==> config.mk <==
export PLATFORM = sky130hd
export DESIGN_NAME = uart_tx_flat
export DESIGN_NICKNAME = d
export VERILOG_FILES = /design/src/rtl/uart_pkg.sv /design/src/rtl/uart_tx_if.sv /design/src/rtl/uart_fifo.sv /design/src/rtl/uart_tx.sv /design/src/flat_wrapper.sv
export SDC_FILE = /design/constraint.sdc
export NUM_CORES = 1
export LEC_CHECK = 0
export CORE_ASPECT_RATIO = 1.4
export CORE_UTILIZATION = 48
export CTS_CLUSTER_DIAMETER = 120
export DETAILED_ROUTE_END_ITERATION = 10
export PLACE_DENSITY = 0.68
export SYNTH_ARGS = -nofsm -noshare
export SYNTH_HDL_FRONTEND = slang
export SYNTH_SLANG_ARGS = --single-unit
export TNS_END_PERCENT = 30
==> constraint.sdc <==
create_clock -name clk -period 3 [get_ports clk]
set_input_delay 0.6 -clock clk [delete_from_list [all_inputs] [get_ports clk]]
set_output_delay 0.6 -clock clk [all_outputs]
set_load 0.05 [all_outputs]
==> src/rtl/uart_pkg.sv <==
`default_nettype none
// ============================================================================
// Module      : uart_pkg
// Description : Shared UART frame constants and transmitter state encoding.
// Revision    : 1.0 - initial release
// ============================================================================
package uart_pkg;

    localparam int DATA_BITS_N = 8;
    localparam int STOP_BITS_N = 1;

    typedef enum logic [1:0] {
        IDLE      = 2'd0,
        START_BIT = 2'd1,
        DATA_BITS = 2'd2,
        STOP_BIT  = 2'd3
    } uart_state_t;

endpackage : uart_pkg
`default_nettype wire

==> src/rtl/uart_tx_if.sv <==
`default_nettype none
// ============================================================================
// Module      : uart_tx_if
// Description : Bus-side write port and line status of the UART transmitter.
// Revision    : 1.0 - initial release
// ============================================================================
interface uart_tx_if;

    logic       we;
    logic [7:0] din;
    logic       full;
    logic       busy;
    logic       tx;

    modport master (output we, output din, input full, input busy, input tx);
    modport slave  (input we, input din, output full, output busy, output tx);

endinterface : uart_tx_if
`default_nettype wire

==> src/rtl/uart_fifo.sv <==
`default_nettype none
// ============================================================================
// Module      : uart_fifo
// Description : Synchronous byte FIFO with registered full flag.
// Revision    : 1.0 - initial release
// ============================================================================
module uart_fifo #(
    parameter int DEPTH = 4
) (
    input  wire logic       clk,
    input  wire logic       rst_n,
    input  wire logic       i_push,
    input  wire logic       i_pop,
    input  wire logic [7:0] i_din,
    output logic      [7:0] o_dout,
    output logic            o_full,
    output logic            o_empty
);

    localparam int                c_aw       = $clog2(DEPTH);
    localparam logic [c_aw:0]     c_full_cnt = (c_aw + 1)'(DEPTH);
    localparam logic [c_aw:0]     c_cnt_one  = (c_aw + 1)'(1);
    localparam logic [c_aw-1:0]   c_ptr_one  = c_aw'(1);

    logic [7:0]      r_mem [DEPTH];
    logic [c_aw-1:0] r_wr_ptr;
    logic [c_aw-1:0] r_rd_ptr;
    logic [c_aw:0]   r_count;
    logic [c_aw:0]   w_count_nxt;
    logic            r_full;
    logic            w_push_ok;
    logic            w_pop_ok;

    // Push is gated by the registered flag, so a same-edge pop cannot admit a write.
    assign w_push_ok = i_push & ~r_full;
    assign w_pop_ok  = i_pop & (r_count != '0);

    always_comb begin
        w_count_nxt = r_count;
        if (w_push_ok && !w_pop_ok) begin
            w_count_nxt = r_count + c_cnt_one;
        end else if (!w_push_ok && w_pop_ok) begin
            w_count_nxt = r_count - c_cnt_one;
        end
    end

    always_ff @(posedge clk or negedge rst_n) begin
        if (!rst_n) begin
            r_wr_ptr <= '0;
            r_rd_ptr <= '0;
            r_count  <= '0;
            r_full   <= 1'b0;
        end else begin
            if (w_push_ok) r_wr_ptr <= r_wr_ptr + c_ptr_one;
            if (w_pop_ok)  r_rd_ptr <= r_rd_ptr + c_ptr_one;
            r_count <= w_count_nxt;
            r_full  <= (w_count_nxt == c_full_cnt);
        end
    end

    always_ff @(posedge clk) begin
        if (w_push_ok) r_mem[r_wr_ptr] <= i_din;
    end

    assign o_dout  = r_mem[r_rd_ptr];
    assign o_full  = r_full;
    assign o_empty = (r_count == '0);

endmodule : uart_fifo
`default_nettype wire

==> src/rtl/uart_tx.sv <==
`default_nettype none
// ============================================================================
// Module      : uart_tx
// Description : 8N1 UART transmitter, LSB first, fed from an internal FIFO.
// Revision    : 1.0 - initial release
// ============================================================================
module uart_tx
    import uart_pkg::*;
#(
    parameter int CLKS_PER_BIT = 1000,
    parameter int DEPTH        = 4
) (
    input  wire logic  clk,
    input  wire logic  rst_n,
    uart_tx_if.slave   bus
);

    localparam logic [15:0] c_bit_last = 16'(CLKS_PER_BIT - 1);
    localparam logic [2:0]  c_idx_last = 3'(DATA_BITS_N - 1);

    uart_state_t r_state, w_state_nxt;
    logic [15:0] r_cnt, w_cnt_nxt;
    logic [2:0]  r_idx, w_idx_nxt;
    logic [7:0]  r_shift, w_shift_nxt;
    logic        r_tx, w_tx_nxt;
    logic        w_pop;
    logic        w_bit_done;
    logic [7:0]  w_fifo_dout;
    logic        w_fifo_full;
    logic        w_fifo_empty;

    uart_fifo #(.DEPTH(DEPTH)) u_fifo (
        .clk     (clk),
        .rst_n   (rst_n),
        .i_push  (bus.we),
        .i_pop   (w_pop),
        .i_din   (bus.din),
        .o_dout  (w_fifo_dout),
        .o_full  (w_fifo_full),
        .o_empty (w_fifo_empty)
    );

    assign w_bit_done = (r_cnt == c_bit_last);

    // The line level is derived from the current state and then registered,
    // so tx trails the state register by one clock.
    always_comb begin
        w_state_nxt = r_state;
        w_cnt_nxt   = r_cnt;
        w_idx_nxt   = r_idx;
        w_shift_nxt = r_shift;
        w_tx_nxt    = 1'b1;
        w_pop       = 1'b0;
        case (r_state)
            IDLE: begin
                if (!w_fifo_empty) begin
                    w_pop       = 1'b1;
                    w_shift_nxt = w_fifo_dout;
                    w_cnt_nxt   = '0;
                    w_idx_nxt   = '0;
                    w_state_nxt = START_BIT;
                end
            end
            START_BIT: begin
                w_tx_nxt = 1'b0;
                if (w_bit_done) begin
                    w_cnt_nxt   = '0;
                    w_state_nxt = DATA_BITS;
                end else begin
                    w_cnt_nxt = r_cnt + 16'd1;
                end
            end
            DATA_BITS: begin
                w_tx_nxt = r_shift[0];
                if (w_bit_done) begin
                    w_cnt_nxt   = '0;
                    w_shift_nxt = {1'b0, r_shift[7:1]};
                    w_idx_nxt   = r_idx + 3'd1;
                    if (r_idx == c_idx_last) w_state_nxt = STOP_BIT;
                end else begin
                    w_cnt_nxt = r_cnt + 16'd1;
                end
            end
            STOP_BIT: begin
                if (w_bit_done) begin
                    w_cnt_nxt = '0;
                    // Chain straight into the next frame when data is waiting.
                    if (!w_fifo_empty) begin
                        w_pop       = 1'b1;
                        w_shift_nxt = w_fifo_dout;
                        w_idx_nxt   = '0;
                        w_state_nxt = START_BIT;
                    end else begin
                        w_state_nxt = IDLE;
                    end
                end else begin
                    w_cnt_nxt = r_cnt + 16'd1;
                end
            end
            default: begin
                w_state_nxt = IDLE;
            end
        endcase
    end

    always_ff @(posedge clk or negedge rst_n) begin
        if (!rst_n) begin
            r_state <= IDLE;
            r_cnt   <= '0;
            r_idx   <= '0;
            r_shift <= '0;
            r_tx    <= 1'b1;
        end else begin
            r_state <= w_state_nxt;
            r_cnt   <= w_cnt_nxt;
            r_idx   <= w_idx_nxt;
            r_shift <= w_shift_nxt;
            r_tx    <= w_tx_nxt;
        end
    end

    assign bus.tx   = r_tx;
    assign bus.full = w_fifo_full;
    assign bus.busy = (r_state != IDLE) | ~w_fifo_empty;

endmodule : uart_tx
`default_nettype wire
==> src/flat_wrapper.sv <==
// flat-port wrapper written by rule: the top's interface ports become plain ports
module uart_tx_flat import uart_pkg::*;
#(
    parameter int CLKS_PER_BIT = 1000,
    parameter int DEPTH        = 4
)
  (clk, rst_n, bus_we, bus_din, bus_full, bus_busy, bus_tx);
  uart_tx_if bus_i ();
  input  wire logic clk;
  input  wire logic rst_n;
  input wire logic [$bits(bus_i.we)-1:0] bus_we;
  input wire logic [$bits(bus_i.din)-1:0] bus_din;
  output wire logic [$bits(bus_i.full)-1:0] bus_full;
  output wire logic [$bits(bus_i.busy)-1:0] bus_busy;
  output wire logic [$bits(bus_i.tx)-1:0] bus_tx;
  assign bus_i.we = bus_we;
  assign bus_i.din = bus_din;
  assign bus_full = bus_i.full;
  assign bus_busy = bus_i.busy;
  assign bus_tx = bus_i.tx;
  uart_tx #(.CLKS_PER_BIT(CLKS_PER_BIT), .DEPTH(DEPTH)) u_core (.clk(clk), .rst_n(rst_n), .bus(bus_i));
endmodule
Word-level counts from Yosys, hierarchy flattened
Memories as Yosys holds them, arrays and structs flattened.
Index checks and enable logic that the tools add are counted.
Word-level totals
  RAM bits: 32
  bits of input ports: 11
  word-level logic and storage cells: 70
  output and inout bits: 3
  memories kept: 1
  register bits after elaboration: 38
Cells by class
  reduce and logical (&&, ||, !) cells: 12
  multiplexer cells: 26
  bitwise operators: 5
  add/sub/neg operators: 6
  equality and inequality tests: 11
Memory list
  u_core.u_fifo.r_mem: words 4, width 8, rd ports 1, clocked after memory_dff 0, write ports 1, line uart_fifo.sv:25  | logic [7:0] r_mem [DEPTH];
Operators by type and width (number)
  two-way mux 16 bit: 2
  one-hot mux 16 bit (2 select lines): 1
  two-way mux 8 bit: 3
  one-hot mux 8 bit (3 select lines): 1
  adder 16 x 1 -> 16 bit, second input constant: 1
  == test 16 x 10 -> 1 bit, second input constant: 1
  two-way mux 3 bit: 5
  two-way mux 2 bit: 5
  one-hot mux 3 bit (3 select lines): 1
  inequality test 2 x 1 -> 1 bit, second input constant: 4
  one-hot mux 2 bit (4 select lines): 1
  adder 3 x 1 -> 3 bit, second input constant: 2
  == test 3 bit, second input constant: 2
  nonzero test 3 bit: 2
  two-way mux 1 bit: 5
  AND reduction 5 bit: 1
  adder 2 x 1 -> 2 bit, second input constant: 2
  == test 2 bit, second input constant: 2
  one-hot mux 1 bit (2 select lines): 2
  logical NOT 3 bit: 1
  AND reduction 3 bit: 1
  OR reduction 3 bit: 1
  subtractor 3 x 1 -> 3 bit, second input constant: 1
  bitwise AND 1 bit: 2
  other kinds (8): 11

Logic depth before layout (Yosys ltp)
  depth after elaboration: 9
  mapped depth: 10
  mapped depth without buffers: 8

Modules after synthesis
A second synthesis with hierarchy kept.
Unflattened totals
  cell total of the unflattened synthesis: 302
  area, all modules: 3540.9 um2
By module, submodules not included
  uart_tx: cells each 208, sequential area each 752.0 um2, area an instance 1845.5 um2, instances 1
  uart_fifo: cells each 94, sequential area each 1161.1 um2, area an instance 1695.4 um2, instances 1

Least setup slack after synthesis
Ideal clock, no wire load.
  path kind: reg-to-output
  start point: register u_core.u_fifo.r_count[0]
  end point: output bus_busy
  arrival time: 1.726 ns
  path buffers: 2
  stages on the path, launching flop included: 8
  required time: 2.400 ns
  path slack: 0.674 ns
  cells stage by stage: dfrtp_1 -> inv_1 -> ha_1 -> nor2b_1 -> and2_1 -> clkbuf_1 -> inv_1 -> clkbuf_1
Between the ends
  cells in the longest elaborated chain, start to end: 3
RTL lines
  from (decl): line uart_fifo.sv:28  | logic [c_aw:0] r_count;
  from (signal assigned): line uart_fifo.sv:56  | r_count <= w_count_nxt;
  logical NOT 3 bit: line uart_fifo.sv:67  | assign o_empty = (r_count == '0);
  NOT 1 bit: line uart_tx.sv:124  | assign bus.busy = (r_state != IDLE) | ~w_fifo_empty;
  bitwise OR 1 bit: line uart_tx.sv:124
  to (decl): line flat_wrapper.sv:14  | output wire logic [$bits(bus_i.busy)-1:0] bus_busy;
No other way between the ends.

Final worst setup path
  start point: register u_core.r_state[1]
  end point: output bus_busy
Between the ends
  cells in the longest elaborated chain, start to end: 2
RTL lines
  from (decl): line uart_tx.sv:21  | uart_state_t r_state, w_state_nxt;
  from (signal assigned): line uart_tx.sv:114  | r_state <= w_state_nxt;
  nonzero test 2 bit: line uart_tx.sv:124
  bitwise OR 1 bit: line uart_tx.sv:124
No other way between the ends.

==> results.sh <==
export IMPL_fin_util=0.571
export IMPL_status="finished, final reports clean"
export IMPL_synth_seq_cells=70
export IMPL_synth_area_um2=3350
export IMPL_final_setup_tns_ns=0
export IMPL_place_gp_congestion=0.777
export IMPL_holdWs_ns=0.359
export IMPL_arrival_ns=2.06
export IMPL_drc=0
export IMPL_irDropWorstVdd_uv=592
export IMPL_intPower_mw=2.38
export IMPL_cap_viol_max_count=0
export IMPL_clkPwrFrac=0.254
export IMPL_rr_worst_depth=7
export IMPL_hpwlAfterDp_um=3970
export IMPL_synth_area_leaders="edfxtp_1, dfrtp_1, ha_1"
export IMPL_setup_violations_final=0
export IMPL_clkTransAtPathRegs_ns=0.08
export IMPL_clk_latency_ns=0.35
export IMPL_start_util=0.503
export IMPL_cts_hold_buf=0
export IMPL_post_place_ws_ns=0.719
export IMPL_yosysSeqAreaShare=0.572
export IMPL_p_per_area_nw_per_um2=955
export IMPL_syn_nets=287
export IMPL_rsz0062_at_grt="no"
export IMPL_start_kind="flop"
export IMPL_grt_use_total=0.185
export IMPL_antenna_found_initial=0
export IMPL_p_leak_nw=1.51
export IMPL_synth_warnings=0
export IMPL_cts_tree="done"
export IMPL_comb_power_share=0.348
export IMPL_design_core_area_um2=6660
export IMPL_hold_viol=0
export IMPL_async_flop_share=0.543
export IMPL_routed_via_density=5.50
export IMPL_regToRegSetupSlack_ns=0.66
export IMPL_grt_util_met3=0.0390
export IMPL_drt_wl_total_um=5790
export IMPL_grt_use_met1=0.211
export IMPL_critPathCaptureType="output pin"
export IMPL_relSlewSlack=0.427
export IMPL_cts_made_buffers=9
export IMPL_avgSynthCellArea_um2=12.9
export IMPL_critPathLaunch="u_core.r_state[1]"
export IMPL_crit_fanout=12
export IMPL_fmax_mhz=376
export IMPL_vias=2051
export IMPL_crit_type="reg2out"
export IMPL_hp_class="in2async"
export IMPL_grt_busiest_layer="met2"
export IMPL_portBuffers=13
export IMPL_nNetsFinal=303
export IMPL_fp_dieW_um=72.6
export IMPL_finalCritPeriodShare=0.887
export IMPL_use_met2=0.326
export IMPL_post_route_min_period_ns=2.66
export IMPL_fp_row_count=35
export IMPL_cts_sinks=70
export IMPL_synth_edf_count=32
export IMPL_yosysTopAreaCellShare=0.287
export IMPL_syn2layout_area_growth_pct=13.6
export IMPL_slew_viol_final=0
export IMPL_final_area_um2=3800
export IMPL_drive_above_1_share=0.171
export IMPL_dr_first_iter_drc_count=105
export IMPL_num_io_pins=14
export IMPL_pwr_share_seq=0.398
export IMPL_grt_pass1_vias=2116
export IMPL_firstDrtPassIters=4
export IMPL_antenna_cells=0
export IMPL_r2r_start="u_core.r_state[0]"
export IMPL_wl_per_cell_um=15.5
export IMPL_synthFlopType="dfrtp_1"
export IMPL_r2r_end="u_core.r_shift[3]"
export IMPL_post_cts_buffers=0
export IMPL_cts_htree_levels=3
export IMPL_p_sw_mw=1.25
export IMPL_grt_pass1_wl_um=10000
export IMPL_die_area_um2=7310
export IMPL_grt_overflow_total=0
export IMPL_cts_buffer_depth=2
export IMPL_cts_resized=0
export IMPL_die_h_um=101
export IMPL_synth_distinct_cells=51
export IMPL_tightest_slew_ns=0.860
export IMPL_p_sw_frac=0.343
export IMPL_grt_max_degree=39
export IMPL_placed_area_um2=3550
export IMPL_yosysTopAreaCell="edfxtp_1"
export IMPL_required_ns=2.40
export IMPL_cts_root_buf="clkbuf_8"
export IMPL_worst_clock_skew_ns=0.0101
export IMPL_fillers=570
export IMPL_syn_inst=260
export IMPL_drtAntennaViolNets=0
export IMPL_setup_ws_ns=0.340
==> routing by layer <==
metal | part of all wire | vias to the layer above | wire length [um]
li1 | - | 996 | -
met1 | 0.42 | 1015 | 2420
met2 | 0.53 | 29 | 3090
met3 | 0.025 | 11 | 142
met4 | 0.023 | 0 | 131
met5 | 0 | - | 0
==> how the worst max path moves through the flow <==
| stage | endpoint | slack (ns) | cells past startpoint |
|---|---|---|---|
| after floorplan | bus_busy | 0.67 | 7 |
| after global placement | bus_busy | 0.78 | 5 |
| after detailed placement | bus_busy | 0.72 | 5 |
| after CTS | bus_busy | 0.32 | 5 |
| after global routing | bus_busy | 0.15 | 5 |
| final | bus_busy | 0.34 | 5 |
==> worst max-delay path, stage by stage (launching register included) <==
cell	delay, ns
dfrtp_1	0.41
inv_1	0.16
ha_1	0.26
and2_1	0.35
inv_1	0.26
buf_4	0.26
==> registers in the layout, summed over array words and instances (netlist names) <==
signal / count
u_core.u_fifo.r_wr_ptr: 2
u_core.u_fifo.r_mem: 32
u_core.r_cnt: 16
u_core.r_state: 2
u_core.u_fifo.o_full: 1
u_core.u_fifo.r_rd_ptr: 2
u_core.u_fifo.r_count: 3
u_core.bus.tx: 1
u_core.r_shift: 8
u_core.r_idx: 3
==> layout by cell type, fill, tap and decap left out, types with 2 or more instances in the layout <==
master and count:
nand3_1 6, and2_1 6, o31ai_1 2, ha_1 16, nand2b_1 3, nor2b_1 3, nand2_1 12, edfxtp_1 32
clkinv_4 2, clkinvlp_4 2, nor3_1 2, and4_1 4, mux4_2 8, clkdlybuf4s50_1 11, xnor2_1 5, mux2i_1 9
a31oi_1 5, a31o_2 2, dfrtp_1 37, a21oi_2 2, and3_1 5, a22o_1 5, a21oi_1 15, clkbuf_8 9
nor2_1 15, bufinv_16 3, o21ai_0 21, buf_4 5, inv_1 10
==> cell usage after synthesis, types with 4 or more instances <==
| cell | number |
|---|---|
| dfrtp_1 | 37 |
| edfxtp_1 | 32 |
| o21ai_0 | 21 |
| ha_1 | 16 |
| a21oi_1 | 15 |
| nor2_1 | 15 |
| nand2_1 | 12 |
| inv_1 | 10 |
| mux2i_1 | 9 |
| mux4_2 | 8 |
| and2_1 | 6 |
| nand3_1 | 6 |
| a22o_1 | 5 |
| a31oi_1 | 5 |
| and3_1 | 5 |
| clkbuf_1 | 5 |
| xnor2_1 | 5 |
| and4_1 | 4 |
==> stage by stage <==
step / std cells / total power, mW
2_1_floorplan: 260 / 2.43
3_3_place_gp: 357 / 2.70
3_5_place_dp: 357 / 2.73
4_1_cts: 373 / 3.68
5_1_grt: 373 / 3.88
6_report: 373 / 3.63
==> area by class of cell <==
type | count | area, um2 | share of cell area
sequential | 70 | 1910 | 0.503
multi-input combinational | 167 | 1330 | 0.350
timing repair buffer | 17 | 153 | 0.0402
clock buffer | 9 | 124 | 0.0326
clock inverter | 7 | 123 | 0.0323
tap | 92 | 115 | 0.0303
inverter | 11 | 41.3 | 0.0109
==> cells by family (layout without fill, tap and decap cells) <==
logic type      count (synthesis)  count (layout)  share of synthesized area
compound gates                 60              60                      0.117
xor+xnor                        5               5                     0.0131
fa+ha+maj                      16              16                     0.0598
buf+inv                        23              44                     0.0303
flops                          70              70                      0.572
mux                            19              19                     0.0886
simple gates                   67              67                      0.120
==> power by group through the flow <==
stage               combinational, mW  sequential, mW  clock, mW
finish                           1.26            1.44      0.923
global route                     1.41            1.48      0.987
CTS                              1.29            1.44      0.944
detailed placement               1.27            1.46          0
global placement                 1.24            1.45          0
floorplan                        1.03            1.41          0
Power figures use the tool's default switching activity.
